**src/rtl/tea_core_arbiter_if.sv**
```systemverilog
// Requester, response and TEA-core signal bundle for tea_core_arbiter.
// slave = arbiter side, master = requesters plus core side.
interface tea_core_arbiter_if;
    localparam int unsigned BLOCK_W = 64;
    localparam int unsigned KEY_W   = 128;

    logic               req0_valid;
    logic               req0_ready;
    logic [BLOCK_W-1:0] req0_block;
    logic [KEY_W-1:0]   req0_key;

    logic               req1_valid;
    logic               req1_ready;
    logic [BLOCK_W-1:0] req1_block;
    logic [KEY_W-1:0]   req1_key;

    logic               rsp0_valid;
    logic               rsp1_valid;
    logic [BLOCK_W-1:0] rsp_data;
    logic               rsp_err;

    logic               core_start;
    logic [BLOCK_W-1:0] core_plaintext;
    logic [KEY_W-1:0]   core_key;
    logic [BLOCK_W-1:0] core_ciphertext;
    logic               core_done;

    modport slave (
        input  req0_valid, req0_block, req0_key,
        input  req1_valid, req1_block, req1_key,
        input  core_ciphertext, core_done,
        output req0_ready, req1_ready,
        output rsp0_valid, rsp1_valid, rsp_data, rsp_err,
        output core_start, core_plaintext, core_key
    );

    modport master (
        output req0_valid, req0_block, req0_key,
        output req1_valid, req1_block, req1_key,
        output core_ciphertext, core_done,
        input  req0_ready, req1_ready,
        input  rsp0_valid, rsp1_valid, rsp_data, rsp_err,
        input  core_start, core_plaintext, core_key
    );
endinterface

```
**src/rtl/tea_core_arbiter.sv**
```systemverilog
// Round-robin sharing of one iterative TEA core between two requesters,
// with a start/done sequencer and a watchdog that aborts a hung core.
module tea_core_arbiter #(
    parameter int unsigned TIMEOUT = 256
) (
    input  logic              clk,
    input  logic              rst,
    tea_core_arbiter_if.slave bus,
    output logic              busy
);
    localparam int unsigned       BLOCK_W    = 64;
    localparam int unsigned       KEY_W      = 128;
    localparam int unsigned       TIMER_W    = 16;
    localparam logic [TIMER_W-1:0] TIMER_MAX  = '1;
    localparam logic [TIMER_W-1:0] TIMER_LAST = (TIMEOUT == 0) ? '0 : TIMER_W'(TIMEOUT - 1);
    localparam bit                WDOG_EN    = (TIMEOUT != 0);

    typedef enum logic [1:0] {
        IDLE  = 2'd0,
        RUN   = 2'd1,
        DRAIN = 2'd2
    } state_t;

    state_t               state;
    logic                 grant;
    logic                 last_grant;
    logic [TIMER_W-1:0]   timer;

    logic                 any_valid_c;
    logic                 pick1_c;

    // Requester 1 wins when alone, or on a tie when requester 0 was served last.
    assign any_valid_c = bus.req0_valid | bus.req1_valid;
    assign pick1_c     = bus.req1_valid & (~bus.req0_valid | ~last_grant);

    always_ff @(posedge clk) begin
        if (rst) begin
            state              <= IDLE;
            grant              <= 1'b0;
            last_grant         <= 1'b1;
            timer              <= '0;
            busy               <= 1'b0;
            bus.req0_ready     <= 1'b0;
            bus.req1_ready     <= 1'b0;
            bus.rsp0_valid     <= 1'b0;
            bus.rsp1_valid     <= 1'b0;
            bus.rsp_data       <= '0;
            bus.rsp_err        <= 1'b0;
            bus.core_start     <= 1'b0;
            bus.core_plaintext <= '0;
            bus.core_key       <= '0;
        end else begin
            bus.req0_ready <= 1'b0;
            bus.req1_ready <= 1'b0;
            bus.rsp0_valid <= 1'b0;
            bus.rsp1_valid <= 1'b0;
            bus.rsp_err    <= 1'b0;

            unique case (state)
                IDLE: begin
                    if (any_valid_c) begin
                        bus.req0_ready     <= ~pick1_c;
                        bus.req1_ready     <= pick1_c;
                        bus.core_plaintext <= pick1_c ? bus.req1_block : bus.req0_block;
                        bus.core_key       <= pick1_c ? bus.req1_key   : bus.req0_key;
                        bus.core_start     <= 1'b1;
                        grant              <= pick1_c;
                        timer              <= '0;
                        busy               <= 1'b1;
                        state              <= RUN;
                    end
                end

                RUN: begin
                    // A done seen in the same cycle as expiry still returns real data.
                    if (bus.core_done) begin
                        bus.rsp_data   <= BLOCK_W'(bus.core_ciphertext);
                        bus.rsp0_valid <= ~grant;
                        bus.rsp1_valid <= grant;
                        bus.core_start <= 1'b0;
                        last_grant     <= grant;
                        state          <= DRAIN;
                    end else if (WDOG_EN && (timer == TIMER_LAST)) begin
                        bus.rsp_data   <= '0;
                        bus.rsp_err    <= 1'b1;
                        bus.rsp0_valid <= ~grant;
                        bus.rsp1_valid <= grant;
                        bus.core_start <= 1'b0;
                        last_grant     <= grant;
                        state          <= DRAIN;
                    end else if (timer != TIMER_MAX) begin
                        timer <= timer + TIMER_W'(1);
                    end
                end

                DRAIN: begin
                    // Core must show done low before a new start can be issued.
                    if (!bus.core_done) begin
                        busy  <= 1'b0;
                        state <= IDLE;
                    end
                end

                default: begin
                    busy  <= 1'b0;
                    state <= IDLE;
                end
            endcase
        end
    end

    logic unused_key_w;
    assign unused_key_w = (KEY_W == 0);
endmodule

```
**src/flat_wrapper.sv**
```systemverilog
// flat-port wrapper written by rule: the top's interface ports become plain ports
module tea_core_arbiter_flat 
#(
    parameter int unsigned TIMEOUT = 256
)
  (clk, rst, busy, bus_req0_valid, bus_req0_block, bus_req0_key, bus_req1_valid, bus_req1_block, bus_req1_key, bus_core_ciphertext, bus_core_done, bus_req0_ready, bus_req1_ready, bus_rsp0_valid, bus_rsp1_valid, bus_rsp_data, bus_rsp_err, bus_core_start, bus_core_plaintext, bus_core_key);
  tea_core_arbiter_if bus_i ();
  input  logic clk;
  input  logic rst;
  output logic busy;
  input wire logic [$bits(bus_i.req0_valid)-1:0] bus_req0_valid;
  input wire logic [$bits(bus_i.req0_block)-1:0] bus_req0_block;
  input wire logic [$bits(bus_i.req0_key)-1:0] bus_req0_key;
  input wire logic [$bits(bus_i.req1_valid)-1:0] bus_req1_valid;
  input wire logic [$bits(bus_i.req1_block)-1:0] bus_req1_block;
  input wire logic [$bits(bus_i.req1_key)-1:0] bus_req1_key;
  input wire logic [$bits(bus_i.core_ciphertext)-1:0] bus_core_ciphertext;
  input wire logic [$bits(bus_i.core_done)-1:0] bus_core_done;
  output wire logic [$bits(bus_i.req0_ready)-1:0] bus_req0_ready;
  output wire logic [$bits(bus_i.req1_ready)-1:0] bus_req1_ready;
  output wire logic [$bits(bus_i.rsp0_valid)-1:0] bus_rsp0_valid;
  output wire logic [$bits(bus_i.rsp1_valid)-1:0] bus_rsp1_valid;
  output wire logic [$bits(bus_i.rsp_data)-1:0] bus_rsp_data;
  output wire logic [$bits(bus_i.rsp_err)-1:0] bus_rsp_err;
  output wire logic [$bits(bus_i.core_start)-1:0] bus_core_start;
  output wire logic [$bits(bus_i.core_plaintext)-1:0] bus_core_plaintext;
  output wire logic [$bits(bus_i.core_key)-1:0] bus_core_key;
  assign bus_i.req0_valid = bus_req0_valid;
  assign bus_i.req0_block = bus_req0_block;
  assign bus_i.req0_key = bus_req0_key;
  assign bus_i.req1_valid = bus_req1_valid;
  assign bus_i.req1_block = bus_req1_block;
  assign bus_i.req1_key = bus_req1_key;
  assign bus_i.core_ciphertext = bus_core_ciphertext;
  assign bus_i.core_done = bus_core_done;
  assign bus_req0_ready = bus_i.req0_ready;
  assign bus_req1_ready = bus_i.req1_ready;
  assign bus_rsp0_valid = bus_i.rsp0_valid;
  assign bus_rsp1_valid = bus_i.rsp1_valid;
  assign bus_rsp_data = bus_i.rsp_data;
  assign bus_rsp_err = bus_i.rsp_err;
  assign bus_core_start = bus_i.core_start;
  assign bus_core_plaintext = bus_i.core_plaintext;
  assign bus_core_key = bus_i.core_key;
  tea_core_arbiter #(.TIMEOUT(TIMEOUT)) u_core (.clk(clk), .rst(rst), .bus(bus_i), .busy(busy));
endmodule
```
**config.mk**
```make
export PLATFORM = sky130hd
export DESIGN_NAME = tea_core_arbiter_flat
export DESIGN_NICKNAME = d
export VERILOG_FILES = /design/src/rtl/tea_core_arbiter_if.sv /design/src/rtl/tea_core_arbiter.sv /design/src/flat_wrapper.sv
export SDC_FILE = /design/constraint.sdc
export NUM_CORES = 1
export LEC_CHECK = 0
export BUFFER_PORTS_ARGS = -buffer_cell sky130_fd_sc_hd__buf_2
export CELL_PAD_IN_SITES_DETAIL_PLACEMENT = 0
export CELL_PAD_IN_SITES_GLOBAL_PLACEMENT = 1
export CORE_AREA = 2 2 278 280
export DETAILED_ROUTE_END_ITERATION = 8
export DIE_AREA = 0 0 280 282
export PLACE_DENSITY = 0.46
export RECOVER_POWER = 25
export SYNTH_ARGS = -nofsm -noshare
export SYNTH_HDL_FRONTEND = slang
export SYNTH_SLANG_ARGS = --single-unit
export TNS_END_PERCENT = 5
```
**constraint.sdc**
```tcl
create_clock -name clk -period 3.27 [get_ports clk]
set_clock_uncertainty 0.2 [all_clocks]
set_input_delay 0.654 -clock clk [delete_from_list [all_inputs] [get_ports clk]]
set_output_delay 0.654 -clock clk [all_outputs]
set_load 0.02 [all_outputs]
```
==> key figures, run 1 <==
Timing
  • Final setup vio count: 0
  • Worst slew pin tran: 1.12 ns
  • Relative slew margins: 25.5%
  • Fmax: 364 MHz
  • Final TNS setup: 0 ns
  • RSZ-0062 raised after global routing: no
  • Final Max Slew Viols: 0
  • Post-layout min period: 2.75 ns
  • Final Cycle Share: between 80% and 90%
  • Hold WS: 0.124 ns
  • Final Hold Viols: 0

CTS
  • H-tree depth: 2
  • PostCTS Resize Cnt: 0
  • Hold_buf cts: 0
  • Setup bufs post-CTS: 0
  • Root Buffer: clkbuf_16
  • Clk_lat worst skew: 0.54 ns
  • Clk sink count: 283
  • Maximum clock insertion buffer count: 3
  • CTS buffer count: 38
  • Reg clk slew, reported paths: 0.06 ns
  • CTS tree: built

Worst hold path
  • Hold Startpoint: bus_core_ciphertext[54]
  • Hold endpoint: u_core.bus.rsp_data[54]
  • Hold depth: 2
  • Hold crit path type: in -> reg

Route
  • Vias: 11,300
  • Wire per inst: 17.2 µm
  • Via-per-instance ratio: 3.96
  • DRT met1 WL: slightly below 20,000 µm
  • Uppermost layer routed: met5
  • Initial drt markers: 317
  • Met2 Wirelength: 23,800 µm
  • Drt pass-1 iters: 4
  • DR WL met3: 4400 µm
  • DRC: 0
  • Total routed wirelength: 49,000 µm
  • Antenna Violating Nets Remaining: 0

GRT
  • Initial antenna violation count: 15
  • Pin count of the biggest net entering global routing: 108
  • Total track usage: between 10% and 20%
  • First-pass GRT wire length: 70,100 µm
  • Global route overflow: 0
  • Vias in the first global route: 11,300

Yosys
  • Asr flop ratio synth: 0%
  • Syn_nets: 1,609
  • Yosys reg bits: 283
  • Post-synthesis cell area: 11,500 µm²
  • Ys Warns: 0
  • Unique masters post-synth: 44
  • Post-Syn Instances: 1,155
  • Sequential share of the synthesized area: 49.2%
  • Post-synth EDFFs: 0
  • Syn Area/Cell: 9.97 µm²
  • Most used flip-flop cell after synthesis: dfxtp_1

Worst setup path
  • Worst reg2reg path depth: 6
  • Cell family with most CP delay: simple AND/OR/NAND/NOR gates
  • CP Max Fanout: 66
  • CP max stage cell: or4_4
  • Crit-path max cell delay: 0.55 ns
  • Worst reg2reg endpoint: u_core.bus.rsp_data[33]
  • Cell Chain, Critical Path: or4_4, nor4_4, o21ai_4, nor2b_4, buf_4, a22o_1
  • WP data required: 3.50 ns
  • R2r startpoint: u_core.timer[15]
  • Kind of critical path: reg -> reg
  • R2R Setup Slk: about 0.52 ns
  • CP startpoint kind: register
  • Worst setup EP type: register
  • CP bufs+invs: 1
  • Crit path DAT: 2.97 ns

Cells and area
  • Commonest non-fill, non-tap cell in the layout: buf_2
  • Most frequent cells in the layout: buf_2, dfxtp_1, nor2_1, a211oi_1, mux2i_1
  • Share of layout cells above drive strength 1: 37.7%
  • Core Util, Final: 23.1%
  • Post-Layout Cell Count: ~2,900
  • Synth-to-Final Area Change: 51.6%
  • Nets: around 2,300

Placed design
  • Placed cells: 2,783
  • Hpwl dp: 37,900 µm
  • I/O Buffers: 715
  • GPL Wtd Cong: 0.797

Die
  • # rows: ~100
  • Die Footprint: approximately 79,000 µm²
  • Total core area: 75,700 µm²
  • Ports: 716
  • Initial core utilization: 15.2%
  • Die height: 282 µm
  • Chip width: 280 µm

Outcome
  • Status: complete, no violations

Power
  • Leakage Power: 7.73 nW
  • Worst vdd ir: roughly 0.00028 V
  • Pwr per Cell Area: 598 nW/µm²

Run
  • Max Cap Viol: 0
-- power by group --
group          internal, mW  leakage [nW]  switching, mW  total (mW)
Sequential             3.79          2.34          0.182        3.98
Combinational         0.833          4.75           1.36        2.19
Clock                  2.62         0.635           1.65        4.27
Total                  7.25          7.73           3.19        10.4
-- per-stage QoR --
stage | setup slack [ns] | total power [mW] | area [µm²]
2_1_floorplan | 0.944 | 5.30 | 11500
3_3_place_gp | 0.602 | 6.31 | 16300
3_5_place_dp | 0.534 | 6.32 | 16300
4_1_cts | 0.507 | 10.7 | 17600
5_1_grt | 0.390 | 11.0 | 17500
6_report | 0.523 | 10.4 | 17500
-- Yosys cell counts (3+ instances only) --
| cell type | number | area share (%) |
|---|---|---|
| nand4_1 | 5 | 0.27 |
| a21o_1 | 4 | 0.26 |
| mux2i_1 | 192 | 17 |
| nor4_1 | 4 | 0.22 |
| nand2b_1 | 4 | 0.22 |
| or4_1 | 3 | 0.20 |
| nor2_1 | 204 | 6.7 |
| a211oi_1 | 193 | 13 |
| buf_2 | 6 | 0.26 |
| a22o_1 | 64 | 4.9 |
| and3_1 | 4 | 0.22 |
| a31oi_1 | 3 | 0.16 |
| or3_1 | 3 | 0.16 |
| a211o_1 | 3 | 0.23 |
| buf_1 | 9 | 0.29 |
| clkbuf_1 | 85 | 2.8 |
| nand2_1 | 15 | 0.49 |
| inv_1 | 7 | 0.23 |
| a21oi_1 | 12 | 0.52 |
| o21ai_0 | 8 | 0.35 |
| buf_6 | 5 | 0.49 |
| dfxtp_1 | 283 | 49 |
| nor3_1 | 12 | 0.52 |
-- kinds of logic after synthesis --
group,share of synthesized area [%]
DFF,49.2
and+or+nand+nor,10.0
muxes,16.7
adders and majority gates,0.109
AOI/OAI and AO/OA,20.0
buffers and inverters,4.04
-- sequential cells by signal, summed over array words and instances, names as in the netlist, 2 cells and up --
register	flops
u_core.state	2
u_core.timer	16
u_core.bus.rsp_data	64
u_core.bus.core_key	128
u_core.bus.core_plaintext	64
-- routing by layer --
layer  up-vias  track usage [%]
met3        86             4.31
li1       5666                -
met5         -                0
met2       476             20.5
met4        18             3.73
met1      5055             13.0
-- worst max-delay path by stage --
stage,from,endpoint,slack [ns],cells past startpoint
after detailed placement,u_core.timer[15],u_core.bus.rsp_data[0],0.53,6
final,u_core.timer[15],u_core.bus.rsp_data[33],0.52,6
after floorplan,bus_req1_valid,u_core.bus.core_key[80],0.94,6
after CTS,u_core.timer[15],u_core.bus.rsp_data[10],0.51,6
after global placement,u_core.timer[15],u_core.bus.rsp_data[17],0.60,6
after global routing,u_core.timer[15],u_core.bus.rsp_data[26],0.39,6
-- cell type report --
| cell class | instances | area, µm² |
|---|---|---|
| timing repair buffer | 755 | 3850 |
| multi-input combinational | 760 | 5400 |
| inverter | 7 | 26.3 |
| fill | 8410 | 58200 |
| clock inverter | 14 | 155 |
| sequential | 283 | 5670 |
| clock buffer | 54 | 1120 |
| tap | 978 | 1220 |
| antenna | 4 | 10.0 |
-- worst register-to-register path: stages, from the launching register on --
cell and delay, ns:
dfxtp_1 0.34, or4_4 0.55, nor4_4 0.52, o21ai_4 0.16, nor2b_4 0.16, buf_4 0.36
a22o_1 0.35
Note: power is estimated with default switching activity, not from simulation.
==> run 2: changes to the inputs <==
ABC_AREA = 1   (was unset)
CORE_AREA = 2 2 281 283   (was 2 2 278 280)
DIE_AREA = 0 0 283 285   (was 0 0 280 282)
PLACE_DENSITY = 0.47   (was 0.46)
clock period = 2.64 ns   (was 3.27 ns; I/O delays follow)
==> run 2 against run 1 <==
Net effect: combinational power increased by 40%; wire length rose by 19%; die area is 2.1% higher; core utilization increased by 2.8 points; sequential power grew 24%; clock-buffer cell count rose by 2; critical path type unchanged; largest cell class is now non-clock buffers.
==> key figures, run 2 <==
Yosys
  • Post-Syn Instances: 1,516 (was 1,155)
  • Most used flip-flop cell after synthesis: dfxtp_1 (unchanged)
  • Sequential share of the synthesized area: 48.7% (was 49.2%)
  • Top post-synthesis cells by area: dfxtp_1, nand2_1, a31oi_1 (was dfxtp_1, mux2i_1, a211oi_1)
  • Yosys reg bits: 283 (unchanged)
  • Post-synth EDFFs: 0 (unchanged)
  • Commonest cells post-synth: nand2_1, dfxtp_1, o21ai_0 (was dfxtp_1, nor2_1, a211oi_1)
  • Ys Warns: 0 (unchanged)
  • Yosys top cell area share: 48.7% (was 49.2%)
  • Leading cell type by number of instances after synthesis: nand2_1 (was dfxtp_1)
  • Post-synthesis cell area: 11,600 µm² (was 11,500 µm²)
  • Unique masters post-synth: 27 (was 44)
  • Syn Area/Cell: 7.67 µm² (was 9.97 µm²)
  • Syn_nets: 1,970 (was 1,609)
  • Asr flop ratio synth: 0% (unchanged)
  • Yosys top cell by area: dfxtp_1 (unchanged)

CTS
  • Reg clk slew, reported paths: 0.06 ns (about the same)
  • H-tree depth: 2 (unchanged)
  • CTS tree: built (unchanged)
  • Root Buffer: clkbuf_16 (unchanged)
  • Clk sink count: 283 (unchanged)
  • Maximum clock insertion buffer count: 3 (unchanged)
  • Clk_lat worst skew: 0.56 ns (was 0.54 ns)
  • Setup bufs post-CTS: 0 (unchanged)
  • CTS buffer count: 39 (was 38)

Timing
  • Worst slew pin tran: 0.680 ns (was 1.12 ns)
  • Final setup vio count: 0 (unchanged)
  • Final TNS setup: 0 ns (unchanged)
  • Setup WS post-layout: 0.220 ns (was 0.523 ns)
  • Final Cycle Share: 91.7% (was 84.0%)
  • RSZ-0062 raised after global routing: no (unchanged)
  • Relative slew margins: 54.7% (was 25.5%)
  • Post-layout min period: 2.42 ns (was 2.75 ns)
  • Final Max Slew Viols: 0 (unchanged)
  • Fmax: 413 MHz (was 364 MHz)
  • Final Hold Viols: 0 (unchanged)

Cells and area
  • Synth-to-Final Area Change: 73.6% (was 51.6%)
  • Biggest register: u_core.bus.core_key (unchanged)
  • Commonest non-fill, non-tap cell in the layout: buf_2 (unchanged)
  • Design Area, Final: 20,200 µm² (was 17,500 µm²)
  • Top flop regs: u_core.bus.core_key x128, u_core.bus.core_plaintext x64, u_core.bus.rsp_data x64 (unchanged)
  • Most frequent cells in the layout: buf_2, nand2_1, dfxtp_1, dlygate4sd3_1, o21ai_0 (was buf_2, dfxtp_1, nor2_1, a211oi_1, mux2i_1)
  • Share of layout cells above drive strength 1: 30.3% (was 37.7%)
  • Max reg flops: 128 (unchanged)
  • Fillers: 8,773 (was 8,410)
  • Nets: 2,883 (was 2,299)

Worst setup path
  • R2r startpoint: u_core.state[1] (was u_core.timer[15])
  • Cell family with most CP delay: buffers and inverters (was simple AND/OR/NAND/NOR gates)
  • CP max stage cell: dlygate4sd3_1 (was or4_4)
  • CP startpoint kind: register (unchanged)
  • Crit-path max cell delay: 0.56 ns (was 0.55 ns)
  • Crit path DAT: 2.72 ns (was 2.97 ns)
  • Cell Chain, Critical Path: nor2_1, o21ai_0, buf_4, clkinv_8, buf_12, buf_12, o21ai_0, a31oi_1, dlygate4sd3_1 (was or4_4, nor4_4, o21ai_4, nor2b_4, buf_4, a22o_1)
  • CP bufs+invs: 5 (was 1)
  • Worst reg2reg path depth: 9 (was 6)
  • CP Max Fanout: 42 (was 66)
  • CP Launch Point: u_core.state[1] (was u_core.timer[15])
  • WP data required: 2.94 ns (was 3.50 ns)
  • Kind of critical path: reg -> reg (unchanged)
  • WP depth: 9 (was 6)
  • Worst setup EP type: register (unchanged)

Placed design
  • I/O Buffers: 715 (unchanged)
  • Placed Area: 16,500 µm² (was 16,300 µm²)
  • Worst slack, placed: 0.399 ns (was 0.534 ns)
  • GPL Wtd Cong: 0.833 (was 0.797)
  • Hpwl dp: 42,200 µm (was 37,900 µm)

Route
  • Total routed wirelength: 58,200 µm (was 49,000 µm)
  • Drt pass-1 iters: 5 (was 4)
  • Via-per-instance ratio: 4.06 (was 3.96)
  • Vias: 14,300 (was 11,300)
  • Antenna Violating Nets Remaining: 0 (unchanged)
  • Initial drt markers: 628 (was 317)
  • DRC: 0 (unchanged)
  • Wire per inst: 16.6 µm (was 17.2 µm)

GRT
  • Total track usage: 13.7% (was 11.6%)
  • Pin count of the biggest net entering global routing: 88 (was 108)
  • Vias in the first global route: 14,200 (was 11,300)
  • Global route overflow: 0 (unchanged)
  • First-pass GRT wire length: 86,500 µm (was 70,100 µm)
  • Initial antenna violation count: 10 (was 15)

Outcome
  • Status: complete, no violations (unchanged)

Die
  • Chip width: 283 µm (was 280 µm)
  • Total core area: 78,000 µm² (was 75,700 µm²)
  • Initial core utilization: 14.9% (was 15.2%)
  • # rows: 103 (was 101)
  • Ports: 716 (unchanged)
  • Die height: 285 µm (was 282 µm)
  • Die Footprint: 80,700 µm² (was 79,000 µm²)

Run
  • Max Cap Viol: 0 (unchanged)

Worst hold path
  • Hold depth: 3 (was 2)
  • Hold Startpoint: bus_core_ciphertext[47] (was bus_core_ciphertext[54])
  • Hold crit path type: in -> reg (unchanged)

Power
  • Worst vdd ir: 0.000381 V (was 0.000281 V)
  • Leakage Power: 9.05 nW (was 7.73 nW)
  • Pwr per Cell Area: 667 nW/µm² (was 598 nW/µm²)
run 2: area by class of cell:
| type | instances | area, µm² | area share [%] |
|---|---|---|---|
| Clock buffer | 56 | 1170 | 5.80 |
| Sequential cell | 283 | 5670 | 28.1 |
| Antenna cell | 6 | 15.0 | 0.0744 |
| Multi-Input combinational cell | 1073 | 5280 | 26.1 |
| Timing Repair Buffer | 1003 | 6470 | 32.0 |
| Clock inverter | 14 | 145 | 0.719 |
| Tap cell | 1050 | 1310 | 6.51 |
| Inverter | 29 | 131 | 0.651 |
run 2: report_power, final:
group / internal, mW / total (mW) / switching (mW)
sequential: 4.70 / 4.93 / 0.236
clock: 3.29 / 5.46 / 2.17
combinational: 1.26 / 3.07 / 1.81
total: 9.25 / 13.5 / 4.22
run 2: cell families after synthesis:
logic type      Yosys count  synth area share (%)
flops                   283                  48.7
buf+inv                 160                  5.91
fa+ha+maj                 1                 0.108
compound gates          469                  25.0
xor+xnor                  2                 0.151
simple gates            601                  20.1
run 2: through the flow:
stage	util [%]	cells	hold WS, ns	total power [mW]
floorplan	-	1516	0.222	6.46
global placement	21.2	3189	0.241	7.77
detailed placement	21.2	3189	0.235	7.78
CTS	26.1	3508	0.000107	13.8
global route	25.9	3514	0.0114	14.2
finish	25.9	3514	0.0392	13.5
run 2: tightest hold or removal path, cell delays in order:
cell and delay (ns):
buf_2 0.08, a22oi_2 0.06, nor2_1 0.09
run 2: path summary, 6_finish.rpt:
path                                   end  slack, ns
max reg2reg  u_core.bus.core_plaintext[30]       0.22
min reg2reg          u_core.bus.rsp1_valid       0.25
max          u_core.bus.core_plaintext[30]       0.22
min                u_core.bus.rsp_data[47]       0.04
run 2: routing by layer:
layer / part of all wire (%) / vias to the layer above / global-route usage [%]
li1: - / 7060 / -
met1: 41 / 6619 / 16.1
met2: 48 / 485 / 23.3
met3: 7.1 / 101 / 4.06
met4: 3.3 / 8 / 5.11
met5: 0.089 / - / 0
run 2: timing repair:
action                                  in CTS  in global routing
gates resized for setup                      0                  1
endpoints found under the hold margin      175                  0
endpoints found under the setup margin       0                  5
hold buffers                               249                  0
==> run 3: changes to the inputs <==
CTS_BUF_LIST = sky130_fd_sc_hd__clkbuf_4 sky130_fd_sc_hd__clkbuf_8 sky130_fd_sc_hd__clkbuf_16   (was unset)
==> run 3 against run 2 <==
Net effect: clock power increased by 1%; non-clock buffer count unchanged; setup slack got worse by 0.0018 ns; power increased by 0.41%; combinational power about the same; first-iteration DRC count decreased by 5.3%; worst hold slack improved by 0.0014 ns; critical path depth unchanged; clock-buffer cell count unchanged; sequential power about the same; global-route usage about the same; critical path type unchanged; critical endpoint unchanged; largest cell class unchanged.
==> key figures, run 3 (same netlist as run 2, synthesis figures left out) <==
Cells and area
  • Share of layout cells above drive strength 1: 30.6% (was 30.3%)
  • Most frequent cells in the layout: buf_2, nand2_1, dfxtp_1, dlygate4sd3_1, o21ai_0 (unchanged)
  • Top flop regs: u_core.bus.core_key x128, u_core.bus.core_plaintext x64, u_core.bus.rsp_data x64 (unchanged)
  • Post-Layout Cell Count: 3,514 (unchanged)
  • Max reg flops: 128 (unchanged)
  • Nets: 2,883 (unchanged)
  • Biggest register: u_core.bus.core_key (unchanged)
  • Design Area, Final: 20,200 µm² (about the same)
  • Commonest non-fill, non-tap cell in the layout: buf_2 (unchanged)
  • Synth-to-Final Area Change: 73.8% (was 73.6%)
  • Fillers: 8,769 (was 8,773)

Timing
  • Relative slew margins: 54.2% (was 54.7%)
  • Final setup vio count: 0 (unchanged)
  • RSZ-0062 raised after global routing: no (unchanged)
  • Final Cycle Share: 91.7% (about the same)
  • Fmax: 413 MHz (about the same)
  • Final TNS setup: 0 ns (unchanged)
  • Setup WS post-layout: 0.218 ns (was 0.220 ns)
  • Post-layout min period: 2.42 ns (about the same)
  • Worst slew pin tran: 0.687 ns (was 0.680 ns)
  • Final Max Slew Viols: 0 (unchanged)
  • Final Hold Viols: 0 (unchanged)

Power
  • Pwr per Cell Area: 669 nW/µm² (was 667 nW/µm²)
  • P_sw: 4.22 mW (about the same)
  • Clk pwr share: 40.8% (was 40.5%)
  • Worst vdd ir: 0.000381 V (about the same)
  • Reg power frac: 36.5% (was 36.6%)
  • Switch share: 31.2% (was 31.3%)
  • P_int: 9.30 mW (was 9.25 mW)
  • Logic pwr share: 22.7% (was 22.8%)
  • Total Power: 13.5 mW (about the same)
  • Leakage Power: 9.07 nW (was 9.05 nW)

Route
  • Initial drt markers: 595 (was 628)
  • Via-per-instance ratio: 4.06 (about the same)
  • Drt pass-1 iters: 5 (unchanged)
  • Total routed wirelength: 58,200 µm (about the same)
  • DRC: 0 (unchanged)
  • Wire per inst: 16.6 µm (about the same)
  • Antenna Violating Nets Remaining: 0 (unchanged)
  • Vias: 14,300 (about the same)

Die
  • Chip width: 283 µm (unchanged)
  • Die Footprint: 80,700 µm² (unchanged)
  • # rows: 103 (unchanged)
  • Total core area: 78,000 µm² (unchanged)
  • Ports: 716 (unchanged)
  • Die height: 285 µm (unchanged)
  • Initial core utilization: 14.9% (unchanged)

Placed design
  • I/O Buffers: 715 (unchanged)
  • GPL Wtd Cong: 0.833 (unchanged)
  • Placed Area: 16,500 µm² (unchanged)
  • Hpwl dp: 42,200 µm (unchanged)
  • Placed cells: 3,189 (unchanged)
  • Worst slack, placed: 0.399 ns (unchanged)

GRT
  • Vias in the first global route: 14,200 (about the same)
  • Initial antenna violation count: 10 (unchanged)
  • First-pass GRT wire length: 86,500 µm (about the same)
  • Global route overflow: 0 (unchanged)
  • Pin count of the biggest net entering global routing: 88 (unchanged)
  • Total track usage: 13.7% (about the same)

CTS
  • CTS buffer count: 39 (unchanged)
  • Reg clk slew, reported paths: 0.06 ns (about the same)
  • CTS tree: built (unchanged)
  • H-tree depth: 2 (unchanged)
  • Maximum clock insertion buffer count: 3 (unchanged)
  • Root Buffer: clkbuf_16 (unchanged)
  • Clk_lat worst skew: 0.56 ns (about the same)
  • Setup bufs post-CTS: 0 (unchanged)
  • Clk sink count: 283 (unchanged)

Worst setup path
  • CP Max Fanout: 42 (unchanged)
  • Worst setup EP type: register (unchanged)
  • Crit-path max cell delay: 0.56 ns (about the same)
  • Crit path DAT: 2.72 ns (about the same)
  • Cell family with most CP delay: buffers and inverters (unchanged)
  • Kind of critical path: reg -> reg (unchanged)
  • CP startpoint kind: register (unchanged)
  • Cell Chain, Critical Path: nor2_1, o21ai_0, buf_4, clkinv_8, buf_12, buf_12, o21ai_0, a31oi_1, dlygate4sd3_1 (unchanged)
  • WP data required: 2.94 ns (about the same)
  • CP bufs+invs: 5 (unchanged)
  • R2R Setup Slk: 0.22 ns (about the same)
  • CP max stage cell: dlygate4sd3_1 (unchanged)

Worst hold path
  • Hold crit path type: in -> reg (unchanged)

Run
  • Max Cap Viol: 0 (unchanged)

Outcome
  • Status: complete, no violations (unchanged)
run 3: cell count changes in the layout (fill, tap and decap cells not counted):
cell | previous run | this run
clkbuf_4 | 0 | 5
clkbuf_1 | 120 | 115
run 3: path summary, 6_finish.rpt:
path	start	end	cells past startpoint
worst max-delay path	u_core.state[1]	u_core.bus.core_plaintext[30]	9
worst min-delay path	bus_core_ciphertext[47]	u_core.bus.rsp_data[47]	3
worst max register to register	u_core.state[1]	u_core.bus.core_plaintext[30]	9
worst min register to register	u_core.grant	u_core.bus.rsp1_valid	2
run 3: area by class of cell:
class                           instances  area, µm²  share of cell area, %
Inverter                               29        131                  0.650
Timing Repair Buffer                 1003       6470                   32.0
Multi-Input combinational cell       1073       5280                   26.1
Sequential cell                       283       5670                   28.0
Tap cell                             1050       1310                   6.50
Antenna cell                            6       15.0                 0.0743
Clock inverter                         14        145                  0.718
Clock buffer                           56       1190                   5.89
run 3: what timing repair did:
action                                 in CTS  in global routing
setup endpoints to repair                   0                  5
hold buffers                              249                  0
endpoints found under the hold margin     175                  0
resized for setup                           0                  1
run 3: worst register-to-register path, cell delays in order, from the launching register on:
cell and delay [ns]:
dfxtp_1 0.31, nor2_1 0.12, o21ai_0 0.09, buf_4 0.17, clkinv_8 0.15, buf_12 0.25, buf_12 0.23, o21ai_0 0.13
a31oi_1 0.15, dlygate4sd3_1 0.56
run 3: per-stage QoR:
| stage | util (%) | hold WS (ns) |
|---|---|---|
| floorplan | - | 0.222 |
| global placement | 21.2 | 0.241 |
| detailed placement | 21.2 | 0.235 |
| CTS | 26.1 | 0.000107 |
| global route | 25.9 | 0.0114 |
| finish | 25.9 | 0.0406 |
run 3: routing by layer:
| layer | global-route usage, % | vias to the layer above | wire [µm] |
|---|---|---|---|
| li1 | - | 7060 | - |
| met1 | 16.1 | 6585 | 24000 |
| met2 | 23.4 | 512 | 28100 |
| met3 | 4.06 | 101 | 4150 |
| met4 | 5.11 | 8 | 1900 |
| met5 | 0 | - | 52 |
run 3: power by group through the flow:
stage | logic (mW) | registers [mW] | clock network, mW
final | 3.07 | 4.93 | 5.52
after global routing | 3.36 | 4.98 | 5.90
after CTS | 3.17 | 4.93 | 5.77
after detailed placement | 2.77 | 5.01 | 0
after global placement | 2.76 | 5.01 | 0
after floorplan | 0.983 | 5.48 | 0
